===== src/rtl/uart_pkg.sv =====
// Shared types and constants for the UART frame parser: FSM state encoding,
// error cause codes and the default start-of-frame byte.
package uart_pkg;

    typedef enum logic [2:0] {
        ST_IDLE,
        ST_GET_LEN,
        ST_GET_PAY,
        ST_GET_CSUM,
        ST_DRAIN
    } parser_state_t;

    localparam logic [1:0] ERR_LEN     = 2'd0;
    localparam logic [1:0] ERR_CSUM    = 2'd1;
    localparam logic [1:0] ERR_OVERRUN = 2'd2;
    localparam logic [1:0] ERR_TIMEOUT = 2'd3;

    localparam logic [7:0] DEFAULT_SOF = 8'hA5;

endpackage


===== src/rtl/uart_frame_buf.sv =====
// Payload store for one frame: DEPTH x 8 bits, one write port and one read
// port whose output register only updates when rd_en is asserted.
module uart_frame_buf #(
    parameter int DEPTH = 16,
    parameter int AW    = 4
) (
    input  logic          clk,
    input  logic          rst,
    input  logic          wr_en,
    input  logic [AW-1:0] wr_addr,
    input  logic [7:0]    wr_data,
    input  logic          rd_en,
    input  logic [AW-1:0] rd_addr,
    output logic [7:0]    rd_data
);

    logic [7:0] mem [DEPTH];

    always_ff @(posedge clk) begin
        if (wr_en) begin
            mem[wr_addr] <= wr_data;
        end
    end

    // Holding rd_data when rd_en is low keeps the presented byte stable under backpressure.
    always_ff @(posedge clk) begin
        if (rst) begin
            rd_data <= 8'h00;
        end else if (rd_en) begin
            rd_data <= mem[rd_addr];
        end
    end

endmodule


===== src/rtl/uart_frame_parser.sv =====
// Parses SOF/LEN/payload/CSUM frames from a UART byte stream and drains the payload
// over a valid/ready interface. Define UART_PARSER_TIMEOUT_EN to enable the inter-byte timeout.
module uart_frame_parser
    import uart_pkg::*;
#(
    parameter logic [7:0] SOF         = DEFAULT_SOF,
    parameter int         MAX_LEN     = 16,
    parameter int         TIMEOUT_CYC = 100_000
) (
    input  logic       sys_clk,
    input  logic       sys_rst,
    input  logic       uart_rx_done,
    input  logic [7:0] uart_rx_data,
    output logic       pkt_valid,
    input  logic       pkt_ready,
    output logic [7:0] pkt_data,
    output logic       pkt_last,
    output logic       frame_err,
    output logic [1:0] err_code
);

    localparam int AW = (MAX_LEN > 1) ? $clog2(MAX_LEN) : 1;

    parser_state_t state, state_nxt;

    logic [7:0]    len;
    logic [7:0]    cnt;
    logic [7:0]    csum;
    logic [7:0]    rd_idx;
    logic          err_now;
    logic [1:0]    err_code_nxt;
    logic          xfer;
    logic          buf_wr_en;
    logic          buf_rd_en;
    logic [AW-1:0] buf_rd_addr;

    assign pkt_valid   = (state == ST_DRAIN);
    assign pkt_last    = pkt_valid && (rd_idx == len - 8'd1);
    assign xfer        = pkt_valid && pkt_ready;
    assign buf_wr_en   = (state == ST_GET_PAY) && uart_rx_done;
    assign buf_rd_addr = pkt_valid ? (rd_idx[AW-1:0] + AW'(1)) : '0;

`ifdef UART_PARSER_TIMEOUT_EN
    localparam int TW = (TIMEOUT_CYC > 1) ? $clog2(TIMEOUT_CYC) : 1;

    logic [TW-1:0] tmo_cnt;
    logic          tmo_wait;
    logic          tmo_hit;

    assign tmo_wait = (state == ST_GET_LEN) || (state == ST_GET_PAY) || (state == ST_GET_CSUM);
    assign tmo_hit  = tmo_wait && !uart_rx_done && (tmo_cnt == TW'(TIMEOUT_CYC - 1));

    always_ff @(posedge sys_clk) begin
        if (sys_rst || uart_rx_done || !tmo_wait) begin
            tmo_cnt <= '0;
        end else begin
            tmo_cnt <= tmo_cnt + TW'(1);
        end
    end
`endif

    always_ff @(posedge sys_clk) begin
        if (sys_rst) begin
            state <= ST_IDLE;
        end else begin
            state <= state_nxt;
        end
    end

    always_comb begin
        state_nxt    = state;
        err_now      = 1'b0;
        err_code_nxt = ERR_LEN;
        buf_rd_en    = 1'b0;
        case (state)
            ST_IDLE: begin
                if (uart_rx_done && uart_rx_data == SOF) begin
                    state_nxt = ST_GET_LEN;
                end
            end
            ST_GET_LEN: begin
                if (uart_rx_done) begin
                    if (uart_rx_data == 8'd0 || uart_rx_data > 8'(MAX_LEN)) begin
                        state_nxt    = ST_IDLE;
                        err_now      = 1'b1;
                        err_code_nxt = ERR_LEN;
                    end else begin
                        state_nxt = ST_GET_PAY;
                    end
                end
            end
            ST_GET_PAY: begin
                if (uart_rx_done && cnt == len - 8'd1) begin
                    state_nxt = ST_GET_CSUM;
                end
            end
            ST_GET_CSUM: begin
                // A match preloads buffer index 0 so the first byte is valid on DRAIN entry.
                if (uart_rx_done) begin
                    if (uart_rx_data == csum) begin
                        state_nxt = ST_DRAIN;
                        buf_rd_en = 1'b1;
                    end else begin
                        state_nxt    = ST_IDLE;
                        err_now      = 1'b1;
                        err_code_nxt = ERR_CSUM;
                    end
                end
            end
            ST_DRAIN: begin
                if (xfer) begin
                    buf_rd_en = !pkt_last;
                    if (pkt_last) begin
                        state_nxt = ST_IDLE;
                    end
                end
                if (uart_rx_done) begin
                    err_now      = 1'b1;
                    err_code_nxt = ERR_OVERRUN;
                end
            end
            default: state_nxt = ST_IDLE;
        endcase
`ifdef UART_PARSER_TIMEOUT_EN
        if (tmo_hit) begin
            state_nxt    = ST_IDLE;
            err_now      = 1'b1;
            err_code_nxt = ERR_TIMEOUT;
        end
`endif
    end

    always_ff @(posedge sys_clk) begin
        if (sys_rst) begin
            len       <= 8'd0;
            cnt       <= 8'd0;
            csum      <= 8'd0;
            rd_idx    <= 8'd0;
            frame_err <= 1'b0;
            err_code  <= ERR_LEN;
        end else begin
            frame_err <= err_now;
            if (err_now) begin
                err_code <= err_code_nxt;
            end
            case (state)
                ST_IDLE: begin
                    cnt    <= 8'd0;
                    csum   <= 8'd0;
                    rd_idx <= 8'd0;
                end
                ST_GET_LEN: begin
                    if (uart_rx_done) begin
                        len  <= uart_rx_data;
                        csum <= uart_rx_data;
                    end
                end
                ST_GET_PAY: begin
                    if (uart_rx_done) begin
                        cnt  <= cnt + 8'd1;
                        csum <= csum + uart_rx_data;
                    end
                end
                ST_DRAIN: begin
                    if (xfer && !pkt_last) begin
                        rd_idx <= rd_idx + 8'd1;
                    end
                end
                default: ;
            endcase
        end
    end

    uart_frame_buf #(
        .DEPTH (MAX_LEN),
        .AW    (AW)
    ) u_buf (
        .clk     (sys_clk),
        .rst     (sys_rst),
        .wr_en   (buf_wr_en),
        .wr_addr (cnt[AW-1:0]),
        .wr_data (uart_rx_data),
        .rd_en   (buf_rd_en),
        .rd_addr (buf_rd_addr),
        .rd_data (pkt_data)
    );

endmodule

===== config.mk =====
export PLATFORM = sky130hd
export DESIGN_NAME = uart_frame_parser
export DESIGN_NICKNAME = d
export VERILOG_FILES = /design/src/rtl/uart_pkg.sv /design/src/rtl/uart_frame_buf.sv /design/src/rtl/uart_frame_parser.sv
export SDC_FILE = /design/constraint.sdc
export NUM_CORES = 1
export LEC_CHECK = 0
export CAP_MARGIN = 20
export CELL_PAD_IN_SITES_DETAIL_PLACEMENT = 1
export CELL_PAD_IN_SITES_GLOBAL_PLACEMENT = 2
export CORE_ASPECT_RATIO = 0.8
export CORE_MARGIN = 5
export CORE_UTILIZATION = 45
export CTS_CLUSTER_SIZE = 40
export DETAILED_ROUTE_END_ITERATION = 12
export PLACE_DENSITY_LB_ADDON = 0.1
export SYNTH_ARGS = -nofsm -noshare
export SYNTH_HDL_FRONTEND = slang
export SYNTH_SLANG_ARGS = --single-unit
export TNS_END_PERCENT = 30

===== constraint.sdc =====
create_clock -name sys_clk -period 4.1 [get_ports sys_clk]
set_clock_uncertainty 0.2 [all_clocks]
set_input_delay 0.82 -clock sys_clk [delete_from_list [all_inputs] [get_ports sys_clk]]
set_output_delay 0.82 -clock sys_clk [all_outputs]
set_load 0.02 [all_outputs]

== Yosys cells after proc, flatten, opt, wreduce, memory -nomap -nowiden ==
Memories as Yosys holds them, arrays and structs flattened. A register that Yosys moved wholly into a read port is not among the register bits.
Index checks and enable logic that the tools add are counted.

* Output and inout port bits: 13
* Bits in writable memories: 128
* Memories kept: 1
* Register bits: 38

{| class="wikitable"
|+ Memory list
! memory !! words !! bits a word !! read ports !! clocked after Yosys merged registers in !! wr ports !! RTL line !! text
|-
| u_buf.mem || 16 || 8 || 1 || 1 || 1 || uart_frame_buf.sv:17 || <nowiki>logic [7:0] mem [DEPTH];</nowiki>
|}

* Reductions and logical operators: 18
* Add/subtract/negate cells: 5
* Multiplexer cells: 33
* Eq/ne operators: 16
* $lt $le $gt $ge: 1

{| class="wikitable"
|+ Operators by type and width
! kind !! count
|-
| 2-to-1 mux 8 bit || 4
|-
| case mux 8 bit (2 select lines) || 2
|-
| == test 8 bit || 3
|-
| case mux 8 bit (3 select lines) || 1
|-
| 2-to-1 mux 3 bit || 7
|-
| adder 8 x 1 -> 8 bit, second input constant || 2
|-
| case mux 3 bit (5 select lines) || 1
|-
| 2-to-1 mux 1 bit || 12
|-
| adder 8 bit || 1
|-
| == test 8 bit, second input constant || 1
|-
| greater-than comparator 8 x 5 -> 1 bit, second input constant || 1
|-
| zero test 8 bit || 1
|-
| != test 2 x 1 -> 1 bit, second input constant || 4
|-
| != test 2 bit, second input constant || 4
|-
| subtractor 8 x 1 -> 8 bit, second input constant || 1
|-
| == test 3 x 2 -> 1 bit, second input constant || 2
|-
| logical AND 1 bit || 6
|-
| AND reduction 2 bit || 3
|-
| AND reduction 6 bit || 1
|-
| adder 4 x 1 -> 4 bit, second input constant || 1
|-
| 2-to-1 mux 2 bit || 2
|-
| 2-to-1 mux 4 bit || 1
|-
| case mux 2 bit (2 select lines) || 1
|-
| nonzero test 2 bit || 2
|-
| 9 further kinds || 9
|}

== Depth between registers and ports, before layout ==
* Depth after elaboration: 7
* Mapped depth: 12

== Hierarchy ==
From an unflattened synthesis, not the netlist that was laid out.

* Cells, all modules: 654
* Area, all modules: 8010.2 um^2

{| class="wikitable"
|+ By module, submodules not included
! module !! instances !! cells an instance !! sequential area each (um^2) !! area an instance (um^2)
|-
| uart_frame_buf || 1 || 316 || 4003.8 || 5343.9
|-
| uart_frame_parser || 1 || 338 || 760.7 || 2666.3
|}

== Worst setup path after synthesis ==
Ideal clock, no wire load.

* Kind: register -> output
* Start: register len[0]
* End: output port pkt_last
* Data arrival time: 2160 ps
* Cell stages (with the launch flop): 9
* Setup slack: 920 ps
* Required time: 3080 ps
* Cell sequence: dfxtp_1 buf_2 inv_1 ha_1 nor3b_1 nor3b_1 nor4_1 nand4_1 nor3_1

* Cells in the longest elaborated chain, start to end: 3

{| class="wikitable"
|+ RTL lines
! what !! RTL line !! text
|-
| start, declared || uart_frame_parser.sv:26 || <nowiki>logic [7:0] len;</nowiki>
|-
| start signal, assigned || uart_frame_parser.sv:154 || <nowiki>len <= uart_rx_data;</nowiki>
|-
| subtractor 8 x 1 -> 8 bit || uart_frame_parser.sv:38 || <nowiki>assign pkt_last = pkt_valid && (rd_idx == len - 8'd1);</nowiki>
|-
| == test 8 bit || uart_frame_parser.sv:38 ||
|-
| logical AND 1 bit || uart_frame_parser.sv:38 ||
|-
| end, declared || uart_frame_parser.sv:17 || <nowiki>output logic pkt_last,</nowiki>
|}

No other way between the ends.

== Final worst setup path ==
* Start: register len[2]
* End: output port pkt_last

Same word-level chain as after synthesis.

==> flow_metrics.tcl <==
set metrics [dict create \
    status "completed" \
    setup_viol 0 \
    grt_pass1_vias 5869 \
    synth.most_common_cell "edfxtp_1" \
    post-route-drc-count 0 \
    diodes 0 \
    finalCritPeriodShare_pct 89.2 \
    die_x_um 158 \
    h-tree-depth 4 \
    cap_violations 0 \
    synth-compound-area-share_pct 12.5 \
    synth.distinct_cells 61 \
    cts_buffers 17 \
    synth_area_leaders "edfxtp_1, dfxtp_1, nand2_1" \
    fin_area_um2 9110 \
    fin_tns_setup_ns 0 \
    fin_util_pct 52.8 \
    synth_enable_flop_cells 128 \
    drv_slew 0 \
    core_area_um2 17300 \
    post_cts_buffers 0 \
    hold_viol 0 \
    fin_nets 766 \
    placedInstanceArea_um2 8500 \
    synth_top_family_by_area "simple AND/OR/NAND/NOR gates" \
    gp_congestion 0.844 \
    cp.arrival_ns 2.64 \
    seqCellArea_um2 4760 \
    crit_type "flip-flop to output pin" \
    vias_per_cell 5.81 \
    fillers 1791 \
    first_pass_iters 6 \
    cts_tree "done" \
    grt_max_degree 28 \
    port_buffers 24 \
    syn_nets 729 \
    yosys_warnings 0 \
    syn-cell-area_um2 7890 \
    synth_seq_cells 174 \
    postSynthAreaPerCell_um2 11.2 \
    end_kind "output pin" \
    layout-drive-gt1-share_pct 11.8 \
    clkSinkCount 174 \
    r2r_slack_ns 0.77 \
    peakVddDrop_mv 0.286 \
    start_util_pct 45.7 \
    period_minus_slack_ns 3.66 \
    drt_wl_total_mm 22.2 \
    worstMarginPinSlew_ns 0.819 \
    cts_root_buffer "clkbuf_16" \
    cp_max_fo 8 \
    die_y_um 128 \
    critPathLaunchType "flip-flop" \
    ctsLongestPathBuffers 2 \
    overflow 0 \
    syn_to_final_growth_pct 15.5 \
    cts.clk_slew.worst_paths_ns 0.07 \
    detail-route-antenna-nets 0 \
    first_iter_violations 389 \
    max_freq_mhz 273 \
    required_ns 3.08 \
    multi_input_area_um2 2910 \
    netlist.area_leader.share_pct 48.7 \
    track_usage_pct 22.8 \
    postSynthCellCount 703 \
    slew_headroom_pct 45.2 \
    rsz0062_at_grt "false" \
    grt_pass1_wl_mm 34.6 \
    antenna_found_initial 0 \
    synth_common_cells "edfxtp_1, nand2_1, nor2_1" \
    rows 43 \
    drt-wirelength-per-cell_um 22.7 \
    async_reset_ff_share_pct 0 \
    ios 25 \
    yosysSeqAreaShare_pct 60.4 \
    hold_class "flip-flop to flip-flop" \
    num_vias 5681 \
    cts_hold_buf 0 \
    yosys.area_share.simple_pct 15.1 \
    finalPower_mw 3.59 \
    power_density_nw_per_um2 394 \
    synthXorXnorAreaFrac_pct 3.95 \
    synth_fa_ha_area_share_pct 2.32 \
    worstSkewPairLatency_ns 0.44 \
    leakagePower_nw 3.12 \
    muxShareOfSynthArea_pct 2.79 \
    synthFlopType "edfxtp_1" \
    synth.largest_area_cell "edfxtp_1" \
    dp_hpwl_mm 14.7 \
    dieArea_um2 20300 \
]
-- through the flow --
step / instances / setup WS (ns) / hold slack (ns)
after floorplan: 703 / 0.920 / 0.263
after global placement: 946 / 0.503 / 0.253
after detailed placement: 946 / 0.345 / 0.255
after CTS: 978 / 0.0563 / 0.268
after global routing: 978 / 0.315 / 0.286
final: 978 / 0.443 / 0.268
-- final timing paths --
path,startpoint,cells past startpoint,to
max,len[2],6,pkt_last
min,u_buf.rd_data[6],2,u_buf.rd_data[6]
max reg2reg,state[0],10,u_buf.rd_data[3]
min reg2reg,u_buf.rd_data[6],2,u_buf.rd_data[6]
-- cell families after synthesis --
family,count (synthesis)
and+or+nand+nor,258
xor gates and xnor gates,34
muxes,21
buffers and inverters,56
adders and majority gates,14
DFF,174
AOI/OAI and AO/OA,146
-- flip-flops by register name, indices dropped and copies added, names as in the netlist --
signal,cells
err_code,2
rd_idx,8
frame_err,1
len,8
u_buf.mem,128
csum,8
u_buf.rd_data,8
cnt,8
state,3
-- worst max-delay path: stages, from the launching register on --
cell and delay, ns:
dfxtp_1 0.45, or4_1 0.59, or3_1 0.34, a211oi_2 0.30, a21oi_1 0.09, nor3_1 0.17
dlymetal6s2s_1 0.25
-- report_power, final --
group	leakage, nW	internal (mW)	switching (mW)
Sequential	1.52	1.88	0.000279
Combinational	1.32	0.0250	0.0562
Clock	0.288	0.868	0.759
-- per-layer routing --
| metal | vias to the layer above | track usage (%) | wire length, um |
|---|---|---|---|
| met3 | 22 | 5.04 | 1060 |
| met1 | 2887 | 33.0 | 10800 |
| met2 | 114 | 35.1 | 10000 |
| li1 | 2658 | - | - |
| met4 | 0 | 5.82 | 267 |
| met5 | - | 0 | 0 |
-- layout make-up --
type | instances | share of cell area, %
Clock inverter | 15 | 1.83
Multi-Input combinational cell | 473 | 31.9
Clock buffer | 17 | 4.67
Inverter | 14 | 0.577
Tap cell | 225 | 3.09
Sequential cell | 174 | 52.3
Timing Repair Buffer | 60 | 5.63
-- timing repair --
action,4_1_cts,5_1_grt
pin swaps,0,0
endpoints found under the setup margin,1,1
gates resized for setup,2,3
endpoints found under the hold margin,0,0
-- cell usage in the layout (no fill, tap or decap), types with 17 or more instances in the layout --
| cell | count |
|---|---|
| nand2_1 | 115 |
| dfxtp_1 | 46 |
| clkdlybuf4s50_1 | 23 |
| edfxtp_1 | 128 |
| clkbuf_16 | 17 |
| nor2_1 | 66 |
| a21oi_1 | 36 |
| o21ai_0 | 24 |
| buf_4 | 36 |
| xor2_1 | 18 |
Note: power is estimated with default switching activity, not from simulation.
